`src/rtl/beep_player_if.sv`:
```
// beep_player_if: control and status bundle between the key/UART controller and beep_player.
//   master (controller): drives wr_en/wr_addr/wr_data (song RAM write), start/stop pulses,
//                        loop, len (last entry index), duty_sel; reads busy, done, note_idx.
//   slave (beep_player): the reverse directions.
interface beep_player_if #(parameter int ADDR_W = 4);
    logic              wr_en;
    logic [ADDR_W-1:0] wr_addr;
    logic [7:0]        wr_data;
    logic              start;
    logic              stop;
    logic              loop;
    logic [ADDR_W-1:0] len;
    logic [1:0]        duty_sel;
    logic              busy;
    logic              done;
    logic [ADDR_W-1:0] note_idx;
    modport master (
        output wr_en, wr_addr, wr_data, start, stop, loop, len, duty_sel,
        input  busy, done, note_idx
    );
    modport slave (
        input  wr_en, wr_addr, wr_data, start, stop, loop, len, duty_sel,
        output busy, done, note_idx
    );
endinterface

```
`src/rtl/beep_player.sv`:
```
// beep_player: melody engine playing song RAM entries on a PWM buzzer output.
//   sys_clk, sys_rst_n : clock, asynchronous active-low reset
//   ctl (slave)        : song RAM write port, start/stop/loop/len/duty_sel control,
//                        busy/done/note_idx status
//   beep               : registered buzzer drive
// Entry format: [7:6] octave (3 acts as 2), [5:3] note (0 rest, 1..7 DO..XI), [2:0] beats-1.
module beep_player #(
    parameter logic [24:0] UNIT_MAX = 25'd24_999_999,
    parameter int          ADDR_W   = 4,
    parameter logic [17:0] DO       = 18'd190839,
    parameter logic [17:0] RI       = 18'd170067,
    parameter logic [17:0] MI       = 18'd151514,
    parameter logic [17:0] FA       = 18'd143265,
    parameter logic [17:0] SO       = 18'd127550,
    parameter logic [17:0] LA       = 18'd113635,
    parameter logic [17:0] XI       = 18'd101213
) (
    input  logic          sys_clk,
    input  logic          sys_rst_n,
    beep_player_if.slave  ctl,
    output logic          beep
);
    typedef enum logic [1:0] {IDLE, LOAD, PLAY} state_t;
    state_t            state;
    logic [7:0]        mem [2**ADDR_W];
    logic [7:0]        ent;
    logic [1:0]        duty;
    logic [ADDR_W-1:0] idx;
    logic [17:0]       freq_cnt;
    logic [24:0]       unit_cnt;
    logic [2:0]        beat_cnt;
    logic [17:0]       base;
    logic [17:0]       period;
    logic [17:0]       high_len;
    logic [1:0]        oct;
    logic              note_end;

    assign ctl.note_idx = idx;

    // Song RAM is deliberately not reset; entries persist across playback.
    always_ff @(posedge sys_clk) begin
        if (ctl.wr_en) mem[ctl.wr_addr] <= ctl.wr_data;
    end

    always_comb begin
        case (ent[5:3])
            3'd1:    base = DO;
            3'd2:    base = RI;
            3'd3:    base = MI;
            3'd4:    base = FA;
            3'd5:    base = SO;
            3'd6:    base = LA;
            3'd7:    base = XI;
            default: base = 18'd0;
        endcase
        oct      = ent[5:3] == 3'd0 ? 2'd0 : ent[7:6] == 2'd3 ? 2'd2 : ent[7:6];
        period   = ((base + 18'd1) >> oct) - 18'd1;
        high_len = (period + 18'd1) >> ({1'b0, duty} + 3'd1);
        note_end = beat_cnt == ent[2:0] && unit_cnt == UNIT_MAX;
    end

    always_ff @(posedge sys_clk or negedge sys_rst_n) begin
        if (!sys_rst_n) begin
            state    <= IDLE;
            ent      <= 8'd0;
            duty     <= 2'd0;
            idx      <= '0;
            freq_cnt <= 18'd0;
            unit_cnt <= 25'd0;
            beat_cnt <= 3'd0;
            beep     <= 1'b0;
            ctl.busy <= 1'b0;
            ctl.done <= 1'b0;
        end else begin
            ctl.done <= 1'b0;
            beep     <= 1'b0;
            case (state)
                IDLE: if (ctl.start && !ctl.stop) begin
                    state    <= LOAD;
                    idx      <= '0;
                    ctl.busy <= 1'b1;
                end
                LOAD: begin
                    ent      <= mem[idx];
                    duty     <= ctl.duty_sel;
                    freq_cnt <= 18'd0;
                    unit_cnt <= 25'd0;
                    beat_cnt <= 3'd0;
                    state    <= ctl.stop ? IDLE : PLAY;
                    ctl.busy <= !ctl.stop;
                end
                PLAY: if (ctl.stop) begin
                    state    <= IDLE;
                    ctl.busy <= 1'b0;
                end else begin
                    beep     <= ent[5:3] != 3'd0 && freq_cnt < high_len;
                    freq_cnt <= freq_cnt == period ? 18'd0 : freq_cnt + 18'd1;
                    unit_cnt <= unit_cnt == UNIT_MAX ? 25'd0 : unit_cnt + 25'd1;
                    if (unit_cnt == UNIT_MAX) beat_cnt <= beat_cnt + 3'd1;
                    // len and loop are taken live at each note end
                    if (note_end) begin
                        if (idx < ctl.len) begin
                            idx   <= idx + 1'b1;
                            state <= LOAD;
                        end else if (ctl.loop) begin
                            idx   <= '0;
                            state <= LOAD;
                        end else begin
                            state    <= IDLE;
                            ctl.busy <= 1'b0;
                            ctl.done <= 1'b1;
                        end
                    end
                end
                default: state <= IDLE;
            endcase
        end
    end
endmodule

```
`src/flat_wrapper.sv`:
```
// flat-port wrapper written by rule: the top's interface ports become plain ports
module beep_player_flat 
#(
    parameter logic [24:0] UNIT_MAX = 25'd24_999_999,
    parameter int          ADDR_W   = 4,
    parameter logic [17:0] DO       = 18'd190839,
    parameter logic [17:0] RI       = 18'd170067,
    parameter logic [17:0] MI       = 18'd151514,
    parameter logic [17:0] FA       = 18'd143265,
    parameter logic [17:0] SO       = 18'd127550,
    parameter logic [17:0] LA       = 18'd113635,
    parameter logic [17:0] XI       = 18'd101213
)
  (sys_clk, sys_rst_n, beep, ctl_wr_en, ctl_wr_addr, ctl_wr_data, ctl_start, ctl_stop, ctl_loop, ctl_len, ctl_duty_sel, ctl_busy, ctl_done, ctl_note_idx);
  beep_player_if #(.ADDR_W(ADDR_W)) ctl_i ();
  input  logic sys_clk;
  input  logic sys_rst_n;
  output logic beep;
  input wire logic [$bits(ctl_i.wr_en)-1:0] ctl_wr_en;
  input wire logic [$bits(ctl_i.wr_addr)-1:0] ctl_wr_addr;
  input wire logic [$bits(ctl_i.wr_data)-1:0] ctl_wr_data;
  input wire logic [$bits(ctl_i.start)-1:0] ctl_start;
  input wire logic [$bits(ctl_i.stop)-1:0] ctl_stop;
  input wire logic [$bits(ctl_i.loop)-1:0] ctl_loop;
  input wire logic [$bits(ctl_i.len)-1:0] ctl_len;
  input wire logic [$bits(ctl_i.duty_sel)-1:0] ctl_duty_sel;
  output wire logic [$bits(ctl_i.busy)-1:0] ctl_busy;
  output wire logic [$bits(ctl_i.done)-1:0] ctl_done;
  output wire logic [$bits(ctl_i.note_idx)-1:0] ctl_note_idx;
  assign ctl_i.wr_en = ctl_wr_en;
  assign ctl_i.wr_addr = ctl_wr_addr;
  assign ctl_i.wr_data = ctl_wr_data;
  assign ctl_i.start = ctl_start;
  assign ctl_i.stop = ctl_stop;
  assign ctl_i.loop = ctl_loop;
  assign ctl_i.len = ctl_len;
  assign ctl_i.duty_sel = ctl_duty_sel;
  assign ctl_busy = ctl_i.busy;
  assign ctl_done = ctl_i.done;
  assign ctl_note_idx = ctl_i.note_idx;
  beep_player #(.UNIT_MAX(UNIT_MAX), .ADDR_W(ADDR_W), .DO(DO), .RI(RI), .MI(MI), .FA(FA), .SO(SO), .LA(LA), .XI(XI)) u_core (.sys_clk(sys_clk), .sys_rst_n(sys_rst_n), .ctl(ctl_i), .beep(beep));
endmodule
```
`config.mk`:
```
export PLATFORM = sky130hd
export DESIGN_NAME = beep_player_flat
export DESIGN_NICKNAME = d
export VERILOG_FILES = /design/src/rtl/beep_player_if.sv /design/src/rtl/beep_player.sv /design/src/flat_wrapper.sv
export SDC_FILE = /design/constraint.sdc
export NUM_CORES = 1
export LEC_CHECK = 0
export CAP_MARGIN = 10
export CORE_ASPECT_RATIO = 0.7
export CORE_MARGIN = 2
export CORE_UTILIZATION = 35
export CTS_CLUSTER_SIZE = 16
export DETAILED_ROUTE_END_ITERATION = 16
export GPL_ROUTABILITY_DRIVEN = 0
export PLACE_DENSITY_LB_ADDON = 0.3
export SETUP_SLACK_MARGIN = 0.15
export SYNTH_ARGS = -nofsm -noshare
export SYNTH_HDL_FRONTEND = slang
export SYNTH_SLANG_ARGS = --single-unit
```
`constraint.sdc`:
```
create_clock -name sys_clk -period 10.3 [get_ports sys_clk]
set_input_delay 2.06 -clock sys_clk [delete_from_list [all_inputs] [get_ports sys_clk]]
set_output_delay 2.06 -clock sys_clk [all_outputs]
set_load 0.1 [all_outputs]
```
==> reports/summary.txt, run 1 <==
status - complete, no violations
number of synthesized flops with an enable pin - 128
slew margin rel. - 29.10%
total negative slack - 0 ns
Int Pwr - 1.477 mW
number of global-route vias before repair - 6681
part of the power in registers - 40.1%
worst endpoint data arrival time - 5.41 ns
largest family of logic cells by synthesized area - simple AND/OR/NAND/NOR gates
Post-DRT Antenna Nets - 0
Startpoint Class - flop
Post-Route WL - 24560 µm
clock share of power - 30.0%
post-DP HPWL - 16430 µm
layout cell share with drive strength beyond 1 - 11.35%
Root Driver - clkbuf_16
routed vias - 7112
initial antenna violation count - 1
actual slew at the worst max-slew pin - 1.060 ns
Core Util, Final - 39.93%
synthesis warning total - 0
hold buffer count at cts - 0
Avg Inst Size Synth - 11.73 µm²
final setup fails - 0
Main synth FF type - edfxtp_1
Critical Path RT - 10.62 ns
Clock Sinks - 193
Die ar. - 30780 µm²
starting utilization of the core area - 35.59%
adder-cell share of the synthesized area - 3.043%
Sw Ratio - 33.63%
antenna cells - 0
Setup Crit Path Kind - flop to flop
Die X - 208.8 µm
Clk pin slew, worst setup/hold paths - 0.08 ns
worst vdd ir - 129.9 µV
TritonRoute pass-1 iters - 5
XOR/XNOR Fraction of Synth Area - 2.300%
Mapped Cells - 876
Max Cap Violations - 0
CP endpoint kind - flop
DRT iter0 DRCs - 812
routed length per instance - 19.23 µm
num ports - 31
Crit. Startpoint - u_core.ent[6]$_DFFE_PN0P_
crit path to - u_core.freq_cnt[12]$_DFFE_PN0P_
CTS Buffer Depth - 2
fin crit period - 5.085 ns
# nets final - 935
Gate power share - 30.0%
area grow syn2layout - 12.21%
global-route wire length before repair - 39180 µm
Mapped Area - 10280 µm²
PwrDens - 193.0 nW/µm²
dpl cell area - 10940 µm²
cell area after layout - 11530 µm²
Tot Pwr - 2.226 mW
core area - 28890 µm²
Crit Reg-Reg Startpoint - u_core.ent[6]$_DFFE_PN0P_
Die Y - 147.4 µm
Seq/Total Area, Yosys - 53.21%
Worst Hold Class - flop to flop
DRC errors left - 0
fill count - 2765
Simple-Gate Fraction of Synth Area - 14.76%
final period utilization - 49.37%
postcts setup bufs - 0
RSZ-0062 raised after global routing - no
Netlist cell types - 73
CTS tree - yes
largest net degree at the start of global routing - 66
FF-to-FF path depth - 13
vias per inst - 5.569
Max Fclk - 196.7 MHz
leak pwr - 4.205 nW
Reg2Reg Setup Slack - 5.22 ns
Worst-Skew Late Latency - 0.44 ns
RR Endpoint - u_core.freq_cnt[12]$_DFFE_PN0P_
Net Count, Synth - 925
post-CTS sizing - 0
post-synthesis compound-gate area fraction - 12.61%
Slew Viols, Final - 0
gr usage total - 16.37%
fraction of registers with async set/reset - 33.68%
number of synthesized register bits - 193
crit path max fanout - 29
multiplexer area fraction after synthesis - 11.11%
total clock buffers created by CTS - 17
Final Hold Viols - 0
total congestion overflow - 0
# H-tree levels - 4
Port Buffer Count - 30
switching pwr - 748.5 µW
# rows - 52
Post-Route Skew - 0.01124 ns
-- how the worst min path moves through the flow --
stage	startpoint	endpoint	slack, ns	cells past startpoint
after floorplan	u_core.unit_cnt[14]$_DFFE_PN0P_	u_core.unit_cnt[14]$_DFFE_PN0P_	0.45	1
after global placement	u_core.unit_cnt[14]$_DFFE_PN0P_	u_core.unit_cnt[14]$_DFFE_PN0P_	0.48	1
after detailed placement	u_core.unit_cnt[13]$_DFFE_PN0P_	u_core.unit_cnt[13]$_DFFE_PN0P_	0.48	1
after CTS	u_core.unit_cnt[13]$_DFFE_PN0P_	u_core.unit_cnt[13]$_DFFE_PN0P_	0.50	1
after global routing	u_core.unit_cnt[13]$_DFFE_PN0P_	u_core.unit_cnt[13]$_DFFE_PN0P_	0.51	1
final	u_core.unit_cnt[13]$_DFFE_PN0P_	u_core.unit_cnt[13]$_DFFE_PN0P_	0.50	1
-- stage by stage --
step	setup WS, ns	hold slack (ns)	std cells
after floorplan	6.146	0.4491	876
after global placement	5.477	0.4780	1245
after detailed placement	5.366	0.4823	1245
after CTS	5.318	0.5001	1277
after global routing	4.711	0.5127	1277
final	5.215	0.5017	1277
-- critical path, stage by stage, from the launching register on --
cell and delay, ns:
dfrtp_1 0.88, nand2b_1 0.22, a32o_1 0.32, nor2_1 0.29, inv_1 0.11, ha_1 0.33, or2_2 0.33, a222oi_1 0.45
xnor2_1 0.18, a2111oi_2 0.32, o2111ai_1 0.15, and4b_1 0.96, o311ai_0 0.25, o21a_1 0.17
-- sequential cells by signal (all words and copies together), names as in the netlist, 2 cells and up --
register and cells:
u_core.beat_cnt 3, u_core.ctl.note_idx 4, u_core.duty 2, u_core.ent 8, u_core.freq_cnt 18, u_core.mem 128, u_core.state 2, u_core.unit_cnt 25
-- power groups by stage --
stage	registers [mW]	logic (mW)	clock network (mW)
global placement	0.907	0.658	0
detailed placement	0.908	0.659	0
CTS	0.891	0.664	0.676
finish	0.891	0.667	0.667
floorplan	0.901	0.500	0
global route	0.896	0.743	0.705
-- cells in the mapped netlist, drive strengths merged (7+ instances only) --
cell	count	area share, %
edfxtp	128	37
nand2	95	3.5
dfrtp	65	16
o21ai	59	2.9
nor2	57	2.1
mux4	40	8.8
a21oi	37	1.8
clkbuf	34	1.2
ha	25	3.0
nand3	24	1.2
mux2i	23	2.2
nor3	21	1.0
inv	19	0.69
buf	18	0.99
xnor2	16	1.4
and3	14	0.85
nand2b	14	0.85
nand4	12	0.73
a21o	11	0.80
xor2	11	0.94
nor2b	10	0.61
and2	8	0.49
o21a	8	0.58
a31oi	7	0.43
nor4	7	0.43
-- routing by layer --
layer	global-route usage, %	wire (µm)	share of wire (%)	up-vias
met5	0	0	0	-
met3	2.316	1130	4.6	23
met1	25.94	12860	52	3524
li1	-	-	-	3385
met2	23.37	10250	42	180
met4	4.214	324	1.3	0
-- final cells by class --
class	count	area [µm²]	area share (%)
Sequential cell	193	5472	47.43
Multi-Input combinational cell	611	4526	39.23
Tap cell	378	473.0	4.100
Clock buffer	18	429.2	3.721
Timing Repair Buffer	43	392.9	3.406
Clock inverter	14	167.7	1.454
Inverter	20	75.07	0.6508
-- logic make-up (layout without fill, tap and decap cells) --
group           Yosys count  after routing
mux                      64             64
xor+xnor                 27             27
simple gates            301            301
compound gates          194            194
flops                   193            193
fa+ha+maj                25             25
buf+inv                  72             95
-- cell usage in the layout (no fill, tap or decap), types with 8 or more instances in the layout --
cell type / instances
buf_4: 13
nand2b_1: 14
a21o_1: 11
nand4_1: 12
o21ai_0: 59
nor2_1: 57
and2_1: 8
edfxtp_1: 128
mux2i_1: 23
a21oi_1: 36
xor2_1: 11
nand3_1: 24
dfrtp_1: 64
nor3_1: 17
clkdlybuf4s50_1: 29
ha_1: 25
nand2_1: 95
nor2b_1: 10
and3_1: 14
o21a_1: 8
xnor2_1: 16
mux4_2: 40
clkbuf_16: 17
inv_1: 19
Note: power is estimated with default switching activity, not from simulation.
==> run 2, diff against run 1 <==
==> constraint.sdc (replaced) <==
create_clock -name sys_clk -period 4.2 [get_ports sys_clk]
set_input_delay 0.84 -clock sys_clk [delete_from_list [all_inputs] [get_ports sys_clk]]
set_output_delay 0.84 -clock sys_clk [all_outputs]
set_load 0.1 [all_outputs]
==> reports/summary.txt, run 2 (same netlist as run 1, synthesis figures left out) <==
status - complete, no violations
cell depth of the worst hold path - 1 (unchanged)
most frequent cells in the layout - edfxtp_1 (128), nand2_1 (94), dfrtp_1 (61)
initial antenna violation count - 0 (-1)
TritonRoute pass-1 iters - 5 (unchanged)
layout cell share with drive strength beyond 1 - 16.68% (+5.3 points)
routed vias - 7186 (+1.0%)
CP max stage cell - dfrtp_1
total clock buffers created by CTS - 17 (unchanged)
DRC errors left - 0 (unchanged)
met1 usage - 26.73% (+0.79 points)
RSZ-0062 raised after global routing - no
Max Cap Violations - 0 (unchanged)
top flop regs - u_core.mem: 128 flops, u_core.unit_cnt: 25 flops, u_core.freq_cnt: 18 flops
Clock Sinks - 193 (unchanged)
GR Layer Usage met3 - 2.974% (+0.66 points)
area of the multi-input gates - 4587 µm² (+1.4%)
most frequent CP cell - a21oi_1
critical-path cell list - nand2b_4, a32o_2, nor2_4, inv_1, ha_2, buf_4, or3_4, o211a_1, nand2_2, xor2_2, nor2_1, a21oi_2, mux2i_1, ha_1, a21o_1, a21oi_1, nor2b_1, o21ai_1, a21oi_1, nor2_1, o21ai_1, a21oi_1
Final Hold Viols - 0 (unchanged)
fin crit period - 3.860 ns (-1.225 ns)
CP endpoint kind - flop
CTS tree - yes
CP top delay family - compound AO/OA/AOI/OAI gates
Post-DRT Antenna Nets - 0 (unchanged)
Worst Hold End - u_core.unit_cnt[14]$_DFFE_PN0P_
num ports - 31 (unchanged)
Setup Crit Path Kind - flop to flop
hold buffer count at cts - 0 (unchanged)
leak pwr - 4.413 nW (+4.9%)
register area - 5475 µm² (about the same)
Reg2Reg Setup Slack - 0.34 ns (-4.87 ns)
# rows - 52 (unchanged)
Worst Hold Class - flop to flop
worst vdd ir - 243.9 µV (+88%)
# H-tree levels - 4 (unchanged)
Clk pin slew, worst setup/hold paths - 0.08 ns (about the same)
number of global-route vias before repair - 6666 (-0.22%)
PwrDens - 481.3 nW/µm² (+150%)
post-DP HPWL - 17360 µm (+5.6%)
Startpoint Class - flop
slew margin rel. - 35.14% (+6.0 points)
starting utilization of the core area - 35.59% (unchanged)
setup ws final - 0.3404 ns (-4.875 ns)
worst path bufs/invs - 2 (+1)
final setup fails - 0 (unchanged)
Die Y - 147.4 µm (unchanged)
DRT iter0 DRCs - 622 (-23%)
Post-Route Skew - 0.01002 ns (-0.001221 ns)
Post-Route WL - 25040 µm (+2.0%)
core area - 28890 µm² (unchanged)
Die ar. - 30780 µm² (unchanged)
gr usage total - 16.53% (+0.16 points)
crit path max fanout - 5 (-83%)
Hold Startpoint - u_core.unit_cnt[14]$_DFFE_PN0P_
Crit Reg-Reg Startpoint - u_core.ent[7]$_DFFE_PN0P_
met2 usage - 22.60% (-0.77 points)
fin cells - 1313 (+2.8%)
worst endpoint data arrival time - 4.23 ns (-1.18 ns)
Critical Path RT - 4.57 ns (-6.05 ns)
max reg flops - 128 (unchanged)
Placed Cells - 1269 (+1.9%)
actual slew at the worst max-slew pin - 0.9699 ns (-0.08971 ns)
Max Fclk - 259.1 MHz (+32%)
largest net degree at the start of global routing - 66 (unchanged)
fill count - 2723 (-1.5%)
Port Buffer Count - 30 (unchanged)
Die X - 208.8 µm (unchanged)
antenna cells - 0 (unchanged)
routed length per instance - 19.07 µm (-0.84%)
# nets final - 971 (+3.9%)
global-route wire length before repair - 39290 µm (+0.28%)
total congestion overflow - 0 (unchanged)
final period utilization - 91.89% (+43 points)
gr busiest metal - met1
Worst-Skew Late Latency - 0.44 ns (about the same)
pre-CTS worst setup slack - 0.02821 ns (-5.338 ns)
area grow syn2layout - 15.69%
total negative slack - 0 ns (unchanged)
Root Driver - clkbuf_16
Slew Viols, Final - 0 (unchanged)
FF-to-FF path depth - 22 (+9)
vias per inst - 5.473 (-1.7%)
CTS Buffer Depth - 2 (unchanged)
RR Endpoint - u_core.beep$_DFF_PN0_
commonest non-fill, non-tap cell in the layout - edfxtp_1
Top reg by flops - u_core.mem
critical path's largest stage delay - 0.43 ns (-0.53 ns)
==> run 2: cell count changes in the layout (fill, tap and decap cells not counted), sizes merged <==
cell / before / now
buf: 14 / 50
clkinv: 6 / 7
clkdlybuf4s50: 29 / 28
==> run 2: per-stage QoR <==
stage               instance area (µm²)  utilization [%]  total power [mW]  hold WS (ns)
finish                            11890            41.17             5.723        0.4875
global route                      11890            41.17             6.034        0.5312
CTS                               11750            40.69             5.638        0.4903
detailed placement                11120            38.48             3.941        0.4806
global placement                  11120            38.48             3.947        0.4826
floorplan                         10280                -             3.440        0.4491
==> run 2: layer usage <==
layer,vias up,part of all wire [%]
li1,3441,-
met1,3539,52
met2,193,41
met3,13,5.5
met4,0,0.93
met5,-,0
==> run 2: repair_timing <==
| action | CTS | global route |
|---|---|---|
| setup endpoints to repair | 1 | 1 |
| cloned | 0 | 0 |
| resized for setup | 2 | 23 |
| setup buffers | 3 | 9 |
| pin swaps | 1 | 6 |
==> run 2: final cells by class <==
type | count | share of cell area, %
sequential | 193 | 46.04
multi-input combinational | 611 | 38.57
timing repair buffer | 79 | 5.639
tap | 378 | 3.977
clock buffer | 17 | 3.577
clock inverter | 15 | 1.568
inverter | 20 | 0.6312
==> run 2: how the worst max path moves through the flow <==
stage,slack (ns),end,cells past startpoint,start
floorplan,0.15,u_core.beep$_DFF_PN0_,24,u_core.ent[7]$_DFFE_PN0P_
global placement,0.22,u_core.beep$_DFF_PN0_,16,u_core.ent[4]$_DFFE_PN0P_
detailed placement,0.03,u_core.beep$_DFF_PN0_,18,u_core.ent[4]$_DFFE_PN0P_
CTS,0.22,u_core.beep$_DFF_PN0_,22,u_core.ent[7]$_DFFE_PN0P_
global route,0.11,u_core.beep$_DFF_PN0_,22,u_core.ent[7]$_DFFE_PN0P_
finish,0.34,u_core.beep$_DFF_PN0_,22,u_core.ent[7]$_DFFE_PN0P_
==> run 2: where the power goes <==
part	switching (mW)	leakage, nW	total (mW)	internal, mW
registers	0.0983	2.03	2.20	2.10
logic	1.04	2.08	1.86	0.824
clock network	0.801	0.302	1.66	0.862
total	1.93	4.41	5.72	3.79
==> run 3, diff against run 2 <==
--- a/config.mk
+++ b/config.mk
@@ -12,6 +12,7 @@
 export CTS_CLUSTER_SIZE = 16
 export DETAILED_ROUTE_END_ITERATION = 16
 export GPL_ROUTABILITY_DRIVEN = 0
+export HOLD_SLACK_MARGIN = 0.05
 export PLACE_DENSITY_LB_ADDON = 0.3
 export SETUP_SLACK_MARGIN = 0.15
 export SYNTH_ARGS = -nofsm -noshare
==> results of run 3 <==
The final DEF is identical to that of run 2; final timing and power are the same.
